## src/rtl/spi_slave.sv

```systemverilog
// ---------------------------------------------------------------------------
// spi_slave
//
// SPI target that runs entirely in the system clock domain. The ss, sck and
// mosi pins pass through SYNC_STAGES-deep synchronizers. All shifting happens
// on sck edges detected in the synchronized sck. It supports all four
// cpol/cpha modes and transfers of 1..16 bits, MSB first.
//
// Optional feature: define SPI_SLAVE_OVERRUN_EN to build the sticky overrun
// flag on ovr. When the macro is undefined, ovr is tied low.
//
// Handshake: we loads din into the tx shifter, but only while idle. done
// pulses for one clk when a transfer completes; at the same time dout is
// updated and rx_valid is set. oe acknowledges dout and clears rx_valid. If a
// completion and oe land in the same clk, rx_valid stays set.
//
// Parameters
//   WIDTH        shift register / data port width (>= 16, xfer_len reaches 15)
//   SYNC_STAGES  synchronizer depth on ss, sck, mosi (>= 2)
//
// Ports
//   clk       system clock (sck period must be >= 8 clk periods)
//   rst       synchronous, active-high reset
//   ss        slave select, active low
//   sck       SPI clock from master
//   mosi      serial data from master
//   miso      serial data to master (0 while ss high or idle)
//   en        block enable; when low, ss is ignored and transfers abort
//   cpol      clock idle level
//   cpha      0: sample on leading edge, 1: sample on trailing edge
//   xfer_len  transfer length minus 1
//   we        load din into the tx shifter (idle only)
//   din       tx word, right-justified
//   oe        read acknowledge, clears rx_valid (and ovr)
//   dout      last received word, right-justified, upper bits zero
//   rx_valid  dout holds unread data
//   busy      state != IDLE
//   done      one-clk pulse on transfer completion
//   ovr       sticky overrun flag
// ---------------------------------------------------------------------------
module spi_slave #(
  parameter int WIDTH       = 16,
  parameter int SYNC_STAGES = 2
) (
  input  logic             clk,
  input  logic             rst,
  input  logic             ss,
  input  logic             sck,
  input  logic             mosi,
  output logic             miso,
  input  logic             en,
  input  logic             cpol,
  input  logic             cpha,
  input  logic [3:0]       xfer_len,
  input  logic             we,
  input  logic [WIDTH-1:0] din,
  input  logic             oe,
  output logic [WIDTH-1:0] dout,
  output logic             rx_valid,
  output logic             busy,
  output logic             done,
  output logic             ovr
);

  typedef enum logic [1:0] {
    IDLE    = 2'd0,
    ACTIVE  = 2'd1,
    WAIT_SS = 2'd2
  } state_t;

  state_t state;
  state_t state_n;

  // Synchronizers. The ss chain resets high so that an idle bus does not
  // look like a select right after reset.
  logic [SYNC_STAGES-1:0] ss_sync;
  logic [SYNC_STAGES-1:0] sck_sync;
  logic [SYNC_STAGES-1:0] mosi_sync;
  logic                   ss_s;
  logic                   sck_s;
  logic                   mosi_s;
  logic                   ss_q;
  logic                   sck_q;

  // Mode and length are captured at ss assertion. Input changes during a
  // transfer are therefore ignored until the next select.
  logic                   cpol_l;
  logic                   cpha_l;
  logic [3:0]             len_l;

  logic [WIDTH-1:0]       tx;
  logic [WIDTH-1:0]       tx_load;
  logic [WIDTH-2:0]       rx_shift;
  logic [WIDTH-1:0]       rx_next;
  logic [WIDTH-1:0]       len_mask;
  logic [4:0]             bit_cnt;
  logic                   miso_q;

  logic                   ss_fall;
  logic                   sck_rise;
  logic                   sck_fall;
  logic                   lead_edge;
  logic                   trail_edge;
  logic                   sample_edge;
  logic                   shift_edge;

  // FSM decode outputs
  logic                   start;
  logic                   abort;
  logic                   sample_go;
  logic                   shift_go;
  logic                   finish;

  assign ss_s   = ss_sync[SYNC_STAGES-1];
  assign sck_s  = sck_sync[SYNC_STAGES-1];
  assign mosi_s = mosi_sync[SYNC_STAGES-1];

  assign ss_fall  = ss_q & ~ss_s;
  assign sck_rise = sck_s & ~sck_q;
  assign sck_fall = ~sck_s & sck_q;

  assign lead_edge   = cpol_l ? sck_fall : sck_rise;
  assign trail_edge  = cpol_l ? sck_rise : sck_fall;
  assign sample_edge = cpha_l ? trail_edge : lead_edge;
  assign shift_edge  = cpha_l ? lead_edge  : trail_edge;

  // If we and the select arrive in the same clk, the new din is transmitted.
  assign tx_load = we ? din : tx;
  assign rx_next = {rx_shift, mosi_s};

  always_comb begin
    len_mask = '0;
    for (int i = 0; i < WIDTH; i++) begin
      len_mask[i] = (i <= int'(len_l));
    end
  end

  // -------------------------------------------------------------------------
  // FSM: state register
  // -------------------------------------------------------------------------
  always_ff @(posedge clk) begin
    if (rst) begin
      state <= IDLE;
    end else begin
      state <= state_n;
    end
  end

  // -------------------------------------------------------------------------
  // FSM: next state and control strobes
  // -------------------------------------------------------------------------
  always_comb begin
    state_n   = state;
    start     = 1'b0;
    abort     = 1'b0;
    sample_go = 1'b0;
    shift_go  = 1'b0;
    finish    = 1'b0;
    case (state)
      IDLE: begin
        if (en && ss_fall) begin
          start   = 1'b1;
          state_n = ACTIVE;
        end
      end
      ACTIVE: begin
        // In ACTIVE, ss_s can only be high because it has just risen.
        if (ss_s || !en) begin
          abort   = 1'b1;
          state_n = IDLE;
        end else begin
          if (sample_edge) begin
            sample_go = 1'b1;
            if (bit_cnt == {1'b0, len_l}) begin
              finish  = 1'b1;
              state_n = WAIT_SS;
            end
          end
          if (shift_edge) begin
            shift_go = 1'b1;
          end
        end
      end
      WAIT_SS: begin
        if (ss_s) begin
          state_n = IDLE;
        end
      end
      default: state_n = IDLE;
    endcase
  end

  // -------------------------------------------------------------------------
  // Datapath
  // -------------------------------------------------------------------------
  always_ff @(posedge clk) begin
    if (rst) begin
      ss_sync   <= '1;
      sck_sync  <= '0;
      mosi_sync <= '0;
      ss_q      <= 1'b1;
      sck_q     <= 1'b0;
      cpol_l    <= 1'b0;
      cpha_l    <= 1'b0;
      len_l     <= '0;
      tx        <= '0;
      rx_shift  <= '0;
      bit_cnt   <= '0;
      miso_q    <= 1'b0;
      dout      <= '0;
      rx_valid  <= 1'b0;
      done      <= 1'b0;
    end else begin
      ss_sync   <= {ss_sync[SYNC_STAGES-2:0], ss};
      sck_sync  <= {sck_sync[SYNC_STAGES-2:0], sck};
      mosi_sync <= {mosi_sync[SYNC_STAGES-2:0], mosi};
      ss_q      <= ss_s;
      sck_q     <= sck_s;
      done      <= finish;

      if (start) begin
        cpol_l   <= cpol;
        cpha_l   <= cpha;
        len_l    <= xfer_len;
        bit_cnt  <= '0;
        rx_shift <= '0;
        if (cpha) begin
          // The first leading edge drives the first bit.
          tx     <= tx_load;
          miso_q <= 1'b0;
        end else begin
          // The first bit must be on the wire before the first leading edge.
          tx     <= {tx_load[WIDTH-2:0], 1'b0};
          miso_q <= tx_load[xfer_len];
        end
      end else if (abort) begin
        // The partial word is dropped. The next transfer needs a fresh we.
        tx      <= '0;
        bit_cnt <= '0;
      end else begin
        if (state == IDLE && we) begin
          tx <= din;
        end
        // The next outgoing bit always sits at position len_l.
        if (shift_go) begin
          miso_q <= tx[len_l];
          tx     <= {tx[WIDTH-2:0], 1'b0};
        end
        if (sample_go) begin
          rx_shift <= rx_next[WIDTH-2:0];
          bit_cnt  <= bit_cnt + 5'd1;
        end
        if (finish) begin
          dout <= rx_next & len_mask;
        end
      end

      // A completion overrides an acknowledge in the same clk.
      if (finish) begin
        rx_valid <= 1'b1;
      end else if (oe) begin
        rx_valid <= 1'b0;
      end
    end
  end

`ifdef SPI_SLAVE_OVERRUN_EN
  logic ovr_q;

  always_ff @(posedge clk) begin
    if (rst) begin
      ovr_q <= 1'b0;
    end else if (finish && rx_valid && !oe) begin
      ovr_q <= 1'b1;
    end else if (oe) begin
      ovr_q <= 1'b0;
    end
  end

  assign ovr = ovr_q;
`else
  assign ovr = 1'b0;
`endif

  assign busy = (state != IDLE);
  assign miso = miso_q & ~ss_s & (state != IDLE);

endmodule
```

## config.mk

```make
export PLATFORM = sky130hd
export DESIGN_NAME = spi_slave
export DESIGN_NICKNAME = d
export VERILOG_FILES = /design/src/rtl/spi_slave.sv
export SDC_FILE = /design/constraint.sdc
export NUM_CORES = 1
export LEC_CHECK = 0
export CELL_PAD_IN_SITES_DETAIL_PLACEMENT = 2
export CELL_PAD_IN_SITES_GLOBAL_PLACEMENT = 2
export CORE_UTILIZATION = 36
export DETAILED_ROUTE_END_ITERATION = 10
export PLACE_DENSITY_LB_ADDON = 0.1
export SYNTH_ARGS = -nofsm -noshare
export SYNTH_HDL_FRONTEND = slang
export SYNTH_SLANG_ARGS = --single-unit
```

## constraint.sdc

```tcl
create_clock -name clk -period 3.1 [get_ports clk]
set_input_delay 0.93 -clock clk [delete_from_list [all_inputs] [get_ports clk]]
set_output_delay 0.93 -clock clk [all_outputs]
set_load 0.02 [all_outputs]
```

# After elaboration in Yosys (flattened, before gate mapping)
# Index checks and enable logic that the tools add are counted.
[totals]
reg_bits = 71
in_bits = 30
output_inout_bits = 21
wordCells = 108
[op_classes]
addsub = 1
n_lt_le_gt_ge = 17
n_eq_ne = 8
n_mux = 40
bitwise_logic = 11
reduce_logical = 15
[ops]
columns = ["operator", "n"]
rows = [
  ["2-to-1 mux 16 bit", 6],
  ["less-or-equal comparator 4 bit, first input constant", 8],
  ["2-to-1 mux 1 bit", 26],
  ["AND 16 bit", 1],
  ["less-or-equal comparator 3 x 4 -> 1 bit, first input constant", 4],
  ["< comparator 4 x 5 -> 1 bit, second input constant", 2],
  ["2-to-1 mux 2 bit", 5],
  ["binary-select mux 1 bit (select 4 bit)", 2],
  ["less-or-equal comparator 2 x 4 -> 1 bit, first input constant", 2],
  ["inequality test 2 bit, second input constant", 3],
  ["inequality test 3 bit, second input constant", 2],
  ["one-hot mux 2 bit (3 select lines)", 1],
  ["nonzero test 2 bit", 3],
  ["adder 5 x 1 -> 5 bit, second input constant", 1],
  ["AND 1 bit", 5],
  ["equality test 5 x 4 -> 1 bit", 1],
  ["NOT 1 bit", 5],
  ["less-or-equal comparator 1 x 4 -> 1 bit, first input constant", 1],
  ["AND reduction 2 bit", 2],
  ["AND reduction 4 bit", 1],
  ["nonzero test 4 bit", 1],
  ["AND reduction 3 bit", 1],
  ["OR reduction 3 bit", 1],
  ["equality test 2 x 1 -> 1 bit, second input constant", 1],
  ["6 further kinds", 7],
]

# Depth between registers and ports, before layout
# Gate-level depths: netlist (run 1).
[logic_depth]
ltp_word = 10
mapped_depth = 8
mapped_depth_nobuf = 5

# Worst setup path before layout (run 1)
# Ideal clock, no wire load.
[synth_timing]
kind = "in2reg"
from = "input xfer_len[1]"
to = "register miso_q"
setup_ps = 125
arrival_time_ps = 2142
required_time_ps = 2975
slack_ps = 833
cell_stages = 6
path_buffers = 1
cell_sequence = "buf_2 mux4_2 o22ai_1 o32ai_1 a211oi_1 o22ai_1"
[synth_via]
elab_chain_len = 4
[synth_rtl]
columns = ["item", "line", "source"]
rows = [
  ["from (decl)", "54", "input logic [3:0] xfer_len,"],
  ["binary-select mux 1 bit (select 4 bit)", "234", "miso_q <= tx_load[xfer_len];"],
  ["2-to-1 mux 1 bit (not written as such)", "234", ""],
  ["2-to-1 mux 1 bit", "227", "if (cpha) begin"],
  ["2-to-1 mux 1 bit", "221", "if (start) begin"],
  ["to (signal assigned)", "234", ""],
  ["to (signal assigned)", "246", "miso_q <= tx[len_l];"],
  ["to (decl)", "97", "logic miso_q;"],
]
# Every way passes these cells. The select of a mux whose other input is x is not followed.
# A chain may end at the register's enable or synchronous reset.

# Worst setup path after layout (run 1)
[layout_timing]
from = "register state[1]"
to = "output miso"
[layout_via]
elab_chain_len = 2
[layout_rtl]
columns = ["item", "line", "source"]
rows = [
  ["from (decl)", "71", "state_t state;"],
  ["from (signal assigned)", "145", "state <= state_n;"],
  ["nonzero test 2 bit", "286", "assign miso = miso_q & ~ss_s & (state != IDLE);"],
  ["AND 1 bit", "286", ""],
  ["to (decl)", "50", "output logic miso,"],
]
# Every way passes these cells.

==> results of run 1 <==
==> final cells by class <==
| cell class | count | area (µm²) | area share (%) |
|---|---|---|---|
| Clock buffer | 14 | 163 | 3.48 |
| Tap cell | 136 | 170 | 3.64 |
| Inverter | 3 | 11.3 | 0.241 |
| Sequential cell | 71 | 1420 | 30.4 |
| Timing Repair Buffer | 69 | 666 | 14.2 |
| Multi-Input combinational cell | 342 | 2210 | 47.2 |
| Clock inverter | 2 | 38.8 | 0.829 |
==> cell usage after synthesis (all sizes together) (10+ instances only) <==
library cell   n
nand2         76
dfxtp         71
a21oi         41
o21ai         32
nor2          23
buf           20
clkbuf        20
and3          16
a21boi        15
a31oi         15
mux2          11
mux2i         10
==> flip-flops by register name, summed over array words and instances (netlist names), 2 cells and up <==
| register | flops |
|---|---|
| ss_sync | 2 |
| tx | 16 |
| bit_cnt | 5 |
| state | 2 |
| sck_sync | 2 |
| mosi_sync | 2 |
| len_l | 4 |
| dout | 16 |
| rx_shift | 15 |
==> cell families (layout without fill, tap and decap cells) <==
group                      Yosys count  count (layout)  share of synthesized area, %
adders and majority gates            1               1                         0.325
buffers and inverters               43              88                          5.82
and+or+nand+nor                    166             166                          21.1
AOI/OAI and AO/OA                  136             136                          22.6
DFF                                 71              71                          36.9
other                                1               1                        0.0974
xor gates and xnor gates             9               9                          2.24
muxes                               29              29                          10.8
==> metrics by stage <==
step | utilization [%] | hold WS, ns | cell area [µm²] | total power, µW | std cells
floorplan | - | 0.389 | 3850 | 1120 | 456
CTS | 45.3 | 0.446 | 4680 | 2010 | 637
global route | 45.3 | 0.463 | 4680 | 2070 | 637
detailed placement | 43.4 | 0.422 | 4480 | 1230 | 621
finish | 45.3 | 0.443 | 4680 | 1990 | 637
global placement | 43.4 | 0.405 | 4480 | 1220 | 621
==> power breakdown <==
| part | leakage (µW) | internal, µW | switching [µW] |
|---|---|---|---|
| combinational | 0.00105 | 118 | 132 |
| sequential | 0.000578 | 936 | 29.3 |
| clock | 0.000101 | 419 | 354 |
==> per-layer routing <==
metal | part of all wire [%] | vias to the layer above | global-route usage [%]
met4 | 0.96 | 0 | 5.63
met3 | 3.8 | 9 | 4.64
met5 | 0 | - | 0
li1 | - | 1709 | -
met1 | 47 | 1842 | 31.2
met2 | 48 | 71 | 39.1
==> worst max-delay path, delay by kind of cell (launching register included) <==
family,cells,cell delay (ns)
AND/OR/NAND/NOR,2,0.40
flip-flops,1,0.49
buffers and inverters,1,0.64
==> worst min path at each step <==
stage,startpoint,end,cells after the start
final,ss_sync[0],ss_sync[1],1
after global routing,ss_sync[0],ss_sync[1],1
after CTS,ss_sync[0],ss_sync[1],1
after detailed placement,ss_sync[0],ss_sync[1],1
after global placement,ss_sync[0],ss_sync[1],1
after floorplan,ss_sync[0],ss_sync[1],1
==> metrics.txt, run 1 <==
Worst Tran Pin Value=0.788 ns; outcome=finished, final reports clean; crit-path max cell delay=0.64 ns; die height=105 µm; Relative slew margins=47.4%; ANT nets after route=0; Clock Skew=approximately 0.010 ns; routed vias/inst=5.70; critical path capture point type=output port; worst reg2reg setup slack=0.79 ns; synth unique cells=61; slowest CP cell=clkdlybuf4s50_1; gr usage total=23.5%; CP Data Required Time=2.17 ns; # Max-Cap Violations=0; leading area contributor after synthesis=dfxtp_1; Peak supply drop=0.000258 V; fillers=1152; Synth warnings=0; worst r2r src=len_l[2]; Max Fclk=357 MHz; reg2reg path depth=4; CTS tree=yes; Place WS=0.216 ns; critical path class=register to output port; commonest non-fill, non-tap cells in the layout=75 x nand2_1, 71 x dfxtp_1, 49 x clkdlybuf4s50_1; Worst Setup Start Kind=register; # port buffers=between 40 and 50; crit path DAT=1.87 ns; final-report hold violation count=0; Setup violations, final=0; CP Launch Point=state[1]; Seq/Total Area, Yosys=36.9%; Worst-Skew Late Latency=0.34 ns; Yosys top cell area share=a little under two fifths; #FFs+latches synth=71; grt total ovfl=0; core area=10300 µm²; Initial DRC Count=132; DP HPWL=8.61 mm; commonest non-fill, non-tap cell in the layout=nand2_1; Post-synth EDFFs=0; reg-to-reg endpoint=miso_q; asr flop ratio synth=0%; leak pwr=0.00173 µW; initial antenna violation count=0; vias=3631; Final TNS setup=0 ns; die area=11100 µm²; row count=37; DRC Markers=0; Ports=51; crit share post-route=90.5%; share of layout cells above drive strength 1=14.0%; syn_area_per_cell=8.44 µm²; Pins Over Slew Limit=0; hold_buf cts=0; ys flop type=dfxtp_1; GP Congestion=just under 0.8; final worst path period need=2.80 ns; synth top area cells=dfxtp_1 37%, nand2_1 7.3%, a21oi_1 4.9%; Post-CTS Setup Bufs=0; first-pass GRT wire length=20.5 mm; pwr/cell area=425 nW/µm²; number of global-route vias before repair=between 3k and 4k; setup ws final=0.295 ns; clk sinks=71; Die W=105 µm; clock slew at reported path FFs=0.08 ns; worst hold path class=register to register; root buffer cell=clkbuf_8; critical path peak fanout=7; critical path endpoint=miso; largest net degree at the start of global routing=37; synthesized area=3850 µm²; Synthesized Nets=487; drt first pass iters=4; Post-Route WL=12.5 mm; PostCTS Resize Cnt=0; CTS Buffer Depth=2; synthesized instance count=around 460; worst path cell trace=nor2_1 > nor3b_1 > clkdlybuf4s50_1; Area Growth Syn to Fin=21.6%; CTS buffer count=9; Initial Util=between 30% and 40%; RSZ-0062 raised after global routing=false; H-tree depth=3; # nets final=527; Antenna Cells=0; WL/cell=19.6 µm
Note: power is estimated with default switching activity, not from simulation.
==> run 2: changes to the inputs <==
==> constraint.sdc (replaced) <==
create_clock -name clk -period 3.1 [get_ports clk]
set_input_delay 0.775 -clock clk [delete_from_list [all_inputs] [get_ports clk]]
set_output_delay 0.775 -clock clk [all_outputs]
set_load 0.02 [all_outputs]
==> metrics.txt, run 2 (same netlist as run 1, synthesis figures left out) <==
Multi-input gate area=2210 µm² (unchanged); sequential cell area=1420 µm² (unchanged); crit-path max cell delay=0.63 ns (was 0.64 ns); # nets final=526 (was 527); routed vias/inst=5.67 (was 5.70); Initial DRC Count=107 (was 132); GP Congestion=0.816 (was 0.788); crit path DAT=1.86 ns (was 1.87 ns); Post-CTS Setup Bufs=0 (unchanged); die area=11100 µm² (unchanged); first-pass GRT wire length=20.3 mm (was 20.5 mm); PostCTS Resize Cnt=0 (unchanged); outcome=finished, final reports clean (unchanged); slowest CP cell=clkdlybuf4s50_1 (unchanged); CTS buffer count=9 (unchanged); critical path peak fanout=7 (unchanged); CTS Buffer Depth=2 (unchanged); initial antenna violation count=0 (unchanged); Post-Route WL=12.1 mm (was 12.5 mm); hold_buf cts=0 (unchanged); worst hold path class=register to register (unchanged); Final TNS setup=0 ns (unchanged); drt first pass iters=4 (unchanged); Clock Skew=0.00964 ns (was 0.0104 ns); share of layout cells above drive strength 1=14.2% (was 14.0%); Ports=51 (unchanged); critical path class=register to output port (unchanged); RSZ-0062 raised after global routing=false (unchanged); Relative slew margins=47.5% (was 47.4%); design area=4620 µm² (was 4680 µm²); final core utilization=44.8% (was 45.3%); number of global-route vias before repair=3835 (was 3824); H-tree depth=3 (unchanged); crit share post-route=85.1% (was 90.5%); # Max-Cap Violations=0 (unchanged); CTS tree=yes (unchanged); largest registers=dout: 16 flops, tx: 16 flops, rx_shift: 15 flops (unchanged); Peak supply drop=0.000175 V (was 0.000258 V); Max Fclk=379 MHz (was 357 MHz); Setup violations, final=0 (unchanged); Worst Tran Pin Value=0.786 ns (was 0.788 ns); worst path cell trace=nor2_1 > nor3b_1 > clkdlybuf4s50_1 (unchanged); row count=37 (unchanged); final-report hold violation count=0 (unchanged); die height=105 µm (unchanged); largest net degree at the start of global routing=34 (was 37); pwr/cell area=411 nW/µm² (was 425 nW/µm²); # port buffers=49 (unchanged); vias=3606 (was 3631); fillers=1158 (was 1152); Area Growth Syn to Fin=20.1% (was 21.6%); Antenna Cells=0 (unchanged); WL/cell=19.1 µm (was 19.6 µm); commonest non-fill, non-tap cells in the layout=75 x nand2_1, 71 x dfxtp_1, 49 x clkdlybuf4s50_1 (unchanged); Worst Setup Start Kind=register (unchanged); Pins Over Slew Limit=0 (unchanged); root buffer cell=clkbuf_8 (unchanged); ANT nets after route=0 (unchanged); DP HPWL=8.35 mm (was 8.61 mm); commonest non-fill, non-tap cell in the layout=nand2_1 (unchanged); clock slew at reported path FFs=0.08 ns (about the same); Initial Util=37.3% (unchanged); CP Data Required Time=2.32 ns (was 2.17 ns); core area=10300 µm² (unchanged); critical path capture point type=output port (unchanged); final worst path period need=2.64 ns (was 2.80 ns); clk sinks=71 (unchanged); DRC Markers=0 (unchanged); Die W=105 µm (unchanged); gr usage total=23.4% (was 23.5%); leak pwr=0.00170 µW (was 0.00173 µW); Worst-Skew Late Latency=0.35 ns (was 0.34 ns); grt total ovfl=0 (unchanged); Post-Place Cell Area=4450 µm² (was 4480 µm²)
## run 2: cell types whose count changed in the layout (fill, tap and decap cells not counted), sizes merged
cell | before | now
buf | 20 | 19
bufinv | 1 | 0
clkinvlp | 0 | 2
clkbuf | 14 | 11
clkinv | 2 | 4
## run 2: final cells by class
type                    count  share of cell area, %
multi-input cells         342                   47.8
clock buffers              11                   3.06
repair buffers             68                   13.7
clock inverters             5                  0.731
inverters                   3                  0.244
flip-flops and latches     71                   30.8
well taps                 136                   3.68
## run 2: worst paths after layout
kind | startpoint | end | slack [ns] | cells after the start
setup reg to reg | len_l[2] | miso_q | 0.76 | 4
setup / recovery | state[1] | miso | 0.46 | 3
hold / removal | ss_sync[0] | ss_sync[1] | 0.43 | 1
hold reg to reg | ss_sync[0] | ss_sync[1] | 0.43 | 1
## run 2: report_power, final
group	switching (µW)	total, µW	internal (µW)	leakage [µW]
Sequential	28.3	964	935	0.000578
Combinational	132	247	115	0.00104
Clock	376	687	311	0.0000853
## run 2: metrics by stage
| step | setup slack [ns] | total power (µW) | hold WS (ns) | std cells |
|---|---|---|---|---|
| CTS | 0.427 | 1920 | 0.434 | 636 |
| global route | 0.357 | 1990 | 0.470 | 636 |
| detailed placement | 0.270 | 1230 | 0.405 | 620 |
| global placement | 0.347 | 1220 | 0.402 | 620 |
| floorplan | 0.988 | 1120 | 0.389 | 456 |
| finish | 0.462 | 1900 | 0.430 | 636 |
## run 2: per-layer routing
metal,GRT usage (%),up-vias,share of wire [%]
met3,4.70,11,3.6
met4,6.64,0,1.1
li1,-,1710,-
met2,37.5,63,46
met1,31.7,1822,49
met5,0,-,0
## run 2: critical path, delay by kind of cell (launching register included)
kind / cells / cell delay, ns
AND/OR/NAND/NOR: 2 / 0.38
buffers and inverters: 1 / 0.63
flip-flops: 1 / 0.49
==> run 3: changes to the inputs <==
--- a/config.mk
+++ b/config.mk
@@ -5,6 +5,7 @@
 export SDC_FILE = /design/constraint.sdc
 export NUM_CORES = 1
 export LEC_CHECK = 0
+export ABC_AREA = 0
 export CELL_PAD_IN_SITES_DETAIL_PLACEMENT = 2
 export CELL_PAD_IN_SITES_GLOBAL_PLACEMENT = 2
 export CORE_UTILIZATION = 36
==> results of run 3 <==
No change in the layout: final DEF, timing and power equal those of run 2.
